### src/rtl/pulse_period_meter_if.sv
// Result port of pulse_period_meter: the measured period and its flags, carried
// on a valid/ready handshake. The meter is the master, the consumer is the slave.
interface pulse_period_meter_if #(parameter int WIDTH = 16);
  logic [WIDTH-1:0] period_o;
  logic             overflow_o;
  logic             valid_o;
  logic             ready_i;
  logic             dropped_o;

  modport master (output period_o, output overflow_o, output valid_o, output dropped_o,
                  input ready_i);
  modport slave  (input period_o, input overflow_o, input valid_o, input dropped_o,
                  output ready_i);
endinterface

### src/rtl/pulse_period_meter.sv
// Counts clk cycles between rising edges of pulse_in and hands each interval out on a
// valid/ready port. Optional min/max statistics are built when PERIOD_METER_MINMAX_EN is defined.
module pulse_period_meter #(
  parameter int WIDTH = 16
) (
  input  logic                 clk,
  input  logic                 reset,
  input  logic                 enable,
  input  logic                 pulse_in,
  pulse_period_meter_if.master res
`ifdef PERIOD_METER_MINMAX_EN
  ,
  output logic [WIDTH-1:0]     min_o,
  output logic [WIDTH-1:0]     max_o,
  input  logic                 clear_stats_i
`endif
);

  localparam logic [0:0]       IDLE    = 1'b0;
  localparam logic [0:0]       MEASURE = 1'b1;
  localparam logic [WIDTH-1:0] ZERO    = {WIDTH{1'b0}};
  localparam logic [WIDTH-1:0] ONE     = {{(WIDTH-1){1'b0}}, 1'b1};
  localparam logic [WIDTH-1:0] ONES    = {WIDTH{1'b1}};

  logic [0:0]       state_r;
  logic [0:0]       state_n_s;
  logic [WIDTH-1:0] count_r;
  logic [WIDTH-1:0] count_n_s;
  logic             sat_r;
  logic             sat_n_s;
  logic             pulse_prev_r;
  logic             edge_s;
  logic             capture_s;
  logic [WIDTH-1:0] period_r;
  logic             overflow_r;
  logic             valid_r;
  logic             dropped_r;

  assign edge_s    = pulse_in & ~pulse_prev_r;
  assign capture_s = enable & (state_r == MEASURE) & edge_s;

  // Next-state and interval counter; the count sticks at all-ones instead of wrapping.
  always_comb begin
    state_n_s = state_r;
    count_n_s = count_r;
    sat_n_s   = sat_r;
    if (!enable) begin
      state_n_s = IDLE;
      count_n_s = ZERO;
      sat_n_s   = 1'b0;
    end else begin
      case (state_r)
        IDLE: begin
          sat_n_s = 1'b0;
          if (edge_s) begin
            state_n_s = MEASURE;
            count_n_s = ONE;
          end else begin
            state_n_s = IDLE;
            count_n_s = ZERO;
          end
        end
        MEASURE: begin
          state_n_s = MEASURE;
          if (edge_s) begin
            count_n_s = ONE;
            sat_n_s   = 1'b0;
          end else if (count_r == ONES) begin
            count_n_s = ONES;
            sat_n_s   = 1'b1;
          end else begin
            count_n_s = count_r + ONE;
            sat_n_s   = sat_r;
          end
        end
        default: begin
          state_n_s = IDLE;
          count_n_s = ZERO;
          sat_n_s   = 1'b0;
        end
      endcase
    end
  end

  // Sequential state, result capture and handshake.
  always_ff @(posedge clk) begin
    if (reset) begin
      state_r      <= IDLE;
      count_r      <= ZERO;
      sat_r        <= 1'b0;
      pulse_prev_r <= 1'b1;
      period_r     <= ZERO;
      overflow_r   <= 1'b0;
      valid_r      <= 1'b0;
      dropped_r    <= 1'b0;
    end else begin
      state_r      <= state_n_s;
      count_r      <= count_n_s;
      sat_r        <= sat_n_s;
      pulse_prev_r <= pulse_in;
      dropped_r    <= capture_s & valid_r & ~res.ready_i;
      if (capture_s) begin
        period_r   <= count_r;
        overflow_r <= sat_r;
        valid_r    <= 1'b1;
      end else if (valid_r && res.ready_i) begin
        valid_r    <= 1'b0;
      end else begin
        valid_r    <= valid_r;
      end
    end
  end

  assign res.period_o   = period_r;
  assign res.overflow_o = overflow_r;
  assign res.valid_o    = valid_r;
  assign res.dropped_o  = dropped_r;

`ifdef PERIOD_METER_MINMAX_EN
  logic [WIDTH-1:0] min_r;
  logic [WIDTH-1:0] max_r;

  // Running extremes of captured periods; a clear coinciding with a capture seeds both with it.
  always_ff @(posedge clk) begin
    if (reset) begin
      min_r <= ONES;
      max_r <= ZERO;
    end else if (capture_s) begin
      if (clear_stats_i) begin
        min_r <= count_r;
        max_r <= count_r;
      end else begin
        min_r <= (count_r < min_r) ? count_r : min_r;
        max_r <= (count_r > max_r) ? count_r : max_r;
      end
    end else if (clear_stats_i) begin
      min_r <= ONES;
      max_r <= ZERO;
    end else begin
      min_r <= min_r;
      max_r <= max_r;
    end
  end

  assign min_o = min_r;
  assign max_o = max_r;
`endif

endmodule
### src/flat_wrapper.sv
// flat-port wrapper written by rule: the top's interface ports become plain ports
module pulse_period_meter_flat 
#(
  parameter int WIDTH = 16
)
  (clk, reset, enable, pulse_in, res_period_o, res_overflow_o, res_valid_o, res_dropped_o, res_ready_i);
  pulse_period_meter_if #(.WIDTH(WIDTH)) res_i ();
  input  logic clk;
  input  logic reset;
  input  logic enable;
  input  logic pulse_in;
  output wire logic [$bits(res_i.period_o)-1:0] res_period_o;
  output wire logic [$bits(res_i.overflow_o)-1:0] res_overflow_o;
  output wire logic [$bits(res_i.valid_o)-1:0] res_valid_o;
  output wire logic [$bits(res_i.dropped_o)-1:0] res_dropped_o;
  input wire logic [$bits(res_i.ready_i)-1:0] res_ready_i;
  assign res_period_o = res_i.period_o;
  assign res_overflow_o = res_i.overflow_o;
  assign res_valid_o = res_i.valid_o;
  assign res_dropped_o = res_i.dropped_o;
  assign res_i.ready_i = res_ready_i;
  pulse_period_meter #(.WIDTH(WIDTH)) u_core (.clk(clk), .reset(reset), .enable(enable), .pulse_in(pulse_in), .res(res_i));
endmodule
### config.mk
export PLATFORM = sky130hd
export DESIGN_NAME = pulse_period_meter_flat
export DESIGN_NICKNAME = d
export VERILOG_FILES = /design/src/rtl/pulse_period_meter_if.sv /design/src/rtl/pulse_period_meter.sv /design/src/flat_wrapper.sv
export SDC_FILE = /design/constraint.sdc
export NUM_CORES = 1
export LEC_CHECK = 0
export ABC_AREA = 1
export BUFFER_PORTS_ARGS = -buffer_cell sky130_fd_sc_hd__buf_2
export CORE_MARGIN = 5
export CORE_UTILIZATION = 40
export CTS_CLUSTER_DIAMETER = 40
export CTS_CLUSTER_SIZE = 10
export DETAILED_ROUTE_END_ITERATION = 6
export PLACE_DENSITY = 0.6
export SYNTH_ARGS = -nofsm -noshare
export SYNTH_HDL_FRONTEND = slang
export SYNTH_SLANG_ARGS = --single-unit
export TNS_END_PERCENT = 50
### constraint.sdc
create_clock -name clk -period 1.24 [get_ports clk]
set_input_delay 0.186 -clock clk [delete_from_list [all_inputs] [get_ports clk]]
set_output_delay 0.186 -clock clk [all_outputs]
set_load 0.05 [all_outputs]
After elaboration in Yosys (flattened, before gate mapping)
Cells that the tools add are included. Widths: inputs -> output; s select.

Flip-flop bits (word level): 38. Word-level logic and storage cells: 34. Output and inout port bits: 19. Input port bits: 5.

Muxes and demuxes: 11. Add/sub/neg operators: 1. Bitwise logic cells: 9. Reduce and logical (&&, ||, !) cells: 3. Eq/ne operators: 2.

Operators by type and width (count): $mux 16 (2); $pmux 16 s2 (1); $add 16x1->16 const B (1); $eq 16x16->1 const B (1); $mux 1 (6); $and 1x1->1 (5); $not 1->1 (4); $pmux 1 s2 (2); $ne 3x3->1 const B (1); $reduce_bool 2->1 (1); $reduce_or 2->1 (1); $logic_and 1x1->1 (1).

Longest topological paths before layout
Depth in word-level cells: 5. Mapped depth: 9. Gate-level depth less buffers: 9.

Worst setup path after synthesis
Ideal clock, no wire load.

Path kind: register to register. Start point: register u_core.count_r[0]. End point: register u_core.count_r[4]. Data required time: 1.166 ns. Cell stages (with the launch flop): 7. Arrival: 1.283 ns. Path slack: -0.118 ns. Clock period less this slack: 1.358 ns. Buffers on the path: 1. Library setup time: 0.074 ns. Cell sequence: dfxtp_1 > ha_1 > nand2_2 > nor2_4 > nand4_4 > buf_6 > a31oi_2.

Word-level cells in the longest chain between the ends: 4. Elaborated cells on any way between the ends: 5. Classes of those cells: 1 x add/sub; 1 x eq/ne; 3 x mux.

RTL lines: start, declared (line pulse_period_meter.sv:27) `logic [WIDTH-1:0] count_r;`; start signal, assigned (line pulse_period_meter.sv:98) `count_r <= count_n_s;`; $add 16x1->16 or $eq 16x16->1 (tied branches) (line pulse_period_meter.sv:72, pulse_period_meter.sv:68); $mux 16 * (line pulse_period_meter.sv:68) `end else if (count_r == ONES) begin`; $mux 16 * (line pulse_period_meter.sv:65) `if (edge_s) begin`; $pmux 16 s2 * (line pulse_period_meter.sv:52) `case (state_r)`.

Mark *: on every way between the ends. The rest lies on a longest branch, timed or not. A chain may end at the register's enable or synchronous reset.

Final worst setup path
Start point: register u_core.count_r[1]. End point: register u_core.count_r[5].

Same word-level chain as after synthesis.

==> flow_summary.json <==
{
  "drt_iter0_drc": 50,
  "clk_latency_ns": 0.29,
  "intPower_mw": 1.693,
  "crit_required_ns": 1.47,
  "synthCells": 211,
  "die-area_um2": 5475,
  "power.density_nw_per_um2": 921.3,
  "netlist_area_um2": 1638,
  "nNetsFinal": 277,
  "clkTransAtPathRegs_ns": 0.07,
  "worst_slack_ns": -0.009553,
  "io_buffers": 23,
  "cp-start-kind": "flop",
  "worst_pin_slew_ns": 0.2539,
  "root_buffer": "clkbuf_8",
  "fmax_mhz": 800.3,
  "end_kind": "flop",
  "yosysWarnings": 0,
  "max_slew_margin_pct": 83.19,
  "rr_startpoint": "u_core.count_r[1]$_SDFF_PP0_",
  "grt_use_total_pct": 15.24,
  "final_area_um2": 2340,
  "min_delay_path_depth": 3,
  "grt_max_degree": 20,
  "synthTopCellsByArea": "dfxtp_1 46%, nand2_1 8.7%, inv_1 6.2%",
  "hold_end": "u_core.pulse_prev_r$_SDFF_PP1_",
  "yosysTopAreaCell": "dfxtp_1",
  "grt_setup_unrepaired": "yes",
  "power_frac_clock_pct": 40.7,
  "drc": 0,
  "arrival_ns": 1.48,
  "ant_nets": 0,
  "io_pins": 24,
  "synth_cell_type_count": 28,
  "area_growth_pct": 42.86,
  "post_drt_wl_per_cell_um": 12.22,
  "regArea_um2": 769.5,
  "clkSinkCount": 38,
  "worst-path-max-fanout": 5,
  "die_w_um": 73.99,
  "overflow": 0,
  "cts_tree": "built",
  "min-delay-start": "pulse_in",
  "ir_drop_uv": 685.3,
  "synth.net_count": 217,
  "vias_per_cell": 4.748,
  "cts_inserted_buffers": 5,
  "antenna_found_initial": 0,
  "fin_crit_ns": 1.250,
  "die_h_um": 73.99,
  "pre_cts_slack_ns": -0.05194,
  "routed_wl_um": 3935,
  "coreArea_um2": 3971,
  "hpwlAfterDp_um": 2710,
  "report.final.slew_viol_count": 0,
  "finalClockSkew_ns": 0.002135,
  "gp_congestion": 0.8202,
  "max-cap-violations": 0,
  "swShare_pct": 21.47,
  "pwr-share-seq_pct": 57.0,
  "hold_buffers": 0,
  "dr.pass1.iters": 4,
  "reg2reg_to": "u_core.count_r[5]$_SDFF_PP0_",
  "rows": 23,
  "routed-via-count": 1529,
  "placedInstanceArea_um2": 2026,
  "r2r_slack_ns": -0.01,
  "min_path_type": "in -> reg",
  "power_frac_comb_pct": 2.4,
  "diodes": 0,
  "status": "finished with violations",
  "crit_type": "reg -> reg",
  "grt_pass1_vias": 1476,
  "hold_slack_ns": 0.1138,
  "start_util_pct": 41.24,
  "leakagePower_nw": 1.051,
  "avgSynthCellArea_um2": 7.762,
  "n_fill_cell": 368,
  "cts_max_path_buffers": 2,
  "seq_area_frac_synth_pct": 46.45,
  "violations": "setup timing",
  "drive_above_1_share_pct": 44.49,
  "p_switching_uw": 462.9,
  "finalCritPeriodShare_pct": 100.8,
  "power.total_mw": 2.156,
  "setup_violations": 3,
  "multi_input_area_um2": 869.6,
  "grt_pass1_wl_um": 6354,
  "h-tree-depth": 2,
  "rr_worst_depth": 6,
  "synth_top_area_share_pct": 46.45,
  "ys_seq_elements": 38,
  "finalHoldViolCount": 0
}
-- per-layer routing --
metal	global-route usage (%)	share of wire [%]	vias up
met2	25.39	48	26
li1	-	-	803
met4	5.634	1.6	0
met3	5.270	4.6	6
met5	0	0	-
met1	18.16	45	694
-- worst max-delay path, stage by stage (launching register included) --
cell and delay (ns):
dfxtp_2 0.36, ha_4 0.16, nand2_4 0.06, nor2_4 0.14
nand4_4 0.17, buf_4 0.20, a21oi_2 0.11
-- registers in the layout, summed over array words and instances (netlist names) --
register / flops
u_core.sat_r: 1
u_core.state_r: 1
u_core.res.overflow_o: 1
u_core.res.valid_o: 1
u_core.res.period_o: 16
u_core.pulse_prev_r: 1
u_core.res.dropped_o: 1
u_core.count_r: 16
-- kinds of logic after synthesis --
group	Yosys count	synth area share, %
simple gates	88	24.83
compound gates	44	16.42
flops	38	46.45
buf+inv	35	8.861
xor+xnor	5	2.674
fa+ha+maj	1	0.7638
-- layout by cell type (no fill, tap or decap), types with 5 or more instances in the layout --
cell type and instances:
buf_2 24, a21oi_2 10, clkbuf_8 6, dfxtp_2 7, a21oi_1 11, nor2_2 8
buf_6 5, inv_1 24, buf_4 27, nand2_2 5, o21ai_0 17, dfxtp_1 31
nor2_1 14, nand3_1 9, nor2_4 7, nand2_1 32
-- cell usage after synthesis, drive strengths merged --
library cell	number
or2	2
a31oi	3
dfxtp	38
a21oi	21
xnor2	2
xor2	3
inv	28
nand3	12
clkbuf	2
nand3b	1
nand4	3
nand2	39
nor3	2
o21ai	20
nor2	29
buf	5
ha	1
-- metrics by stage --
| stage | instances | TNS [ns] | utilization, % |
|---|---|---|---|
| 2_1_floorplan | 211 | 0 | - |
| 3_3_place_gp | 305 | -0.1552 | 51.01 |
| 3_5_place_dp | 305 | -0.3136 | 51.01 |
| 4_1_cts | 317 | -0.08596 | 54.76 |
| 5_1_grt | 322 | -0.9159 | 58.92 |
| 6_report | 322 | -0.02092 | 58.92 |
-- timing repair --
item | CTS | global route
setup buffers | 3 | 4
setup endpoints to repair | 22 | 35
cloned | 1 | 1
endpoints found under the hold margin | 0 | 0
gates resized for setup | 9 | 38
pin swaps | 3 | 14
-- final cells by class --
cell class,count,area share (%)
Clock buffer,7,3.690
Inverter,28,4.599
Timing Repair Buffer,59,18.77
Sequential cell,38,32.89
Clock inverter,1,0.2139
Multi-Input combinational cell,139,37.17
Tap cell,50,2.674
-- power by group through the flow --
| stage | Sequential, mW | Clock, mW | Combinational, mW |
|---|---|---|---|
| finish | 1.23 | 0.877 | 0.0510 |
| global route | 1.23 | 0.960 | 0.0569 |
| CTS | 1.23 | 0.901 | 0.0456 |
| detailed placement | 1.26 | 0 | 0.0454 |
| global placement | 1.26 | 0 | 0.0454 |
| floorplan | 1.26 | 0 | 0.0208 |
-- worst max path at each step --
stage | startpoint | end | slack (ns)
2_1_floorplan | u_core.count_r[0]$_SDFF_PP0_ | u_core.count_r[0]$_SDFF_PP0_ | 0.002
3_3_place_gp | u_core.count_r[0]$_SDFF_PP0_ | u_core.count_r[13]$_SDFF_PP0_ | -0.03
3_5_place_dp | u_core.count_r[1]$_SDFF_PP0_ | u_core.count_r[13]$_SDFF_PP0_ | -0.05
4_1_cts | u_core.count_r[0]$_SDFF_PP0_ | u_core.count_r[6]$_SDFF_PP0_ | -0.01
5_1_grt | u_core.count_r[1]$_SDFF_PP0_ | u_core.count_r[10]$_SDFF_PP0_ | -0.07
6_report | u_core.count_r[1]$_SDFF_PP0_ | u_core.count_r[5]$_SDFF_PP0_ | -0.01
No activity file was read; power rests on OpenSTA's default activity.
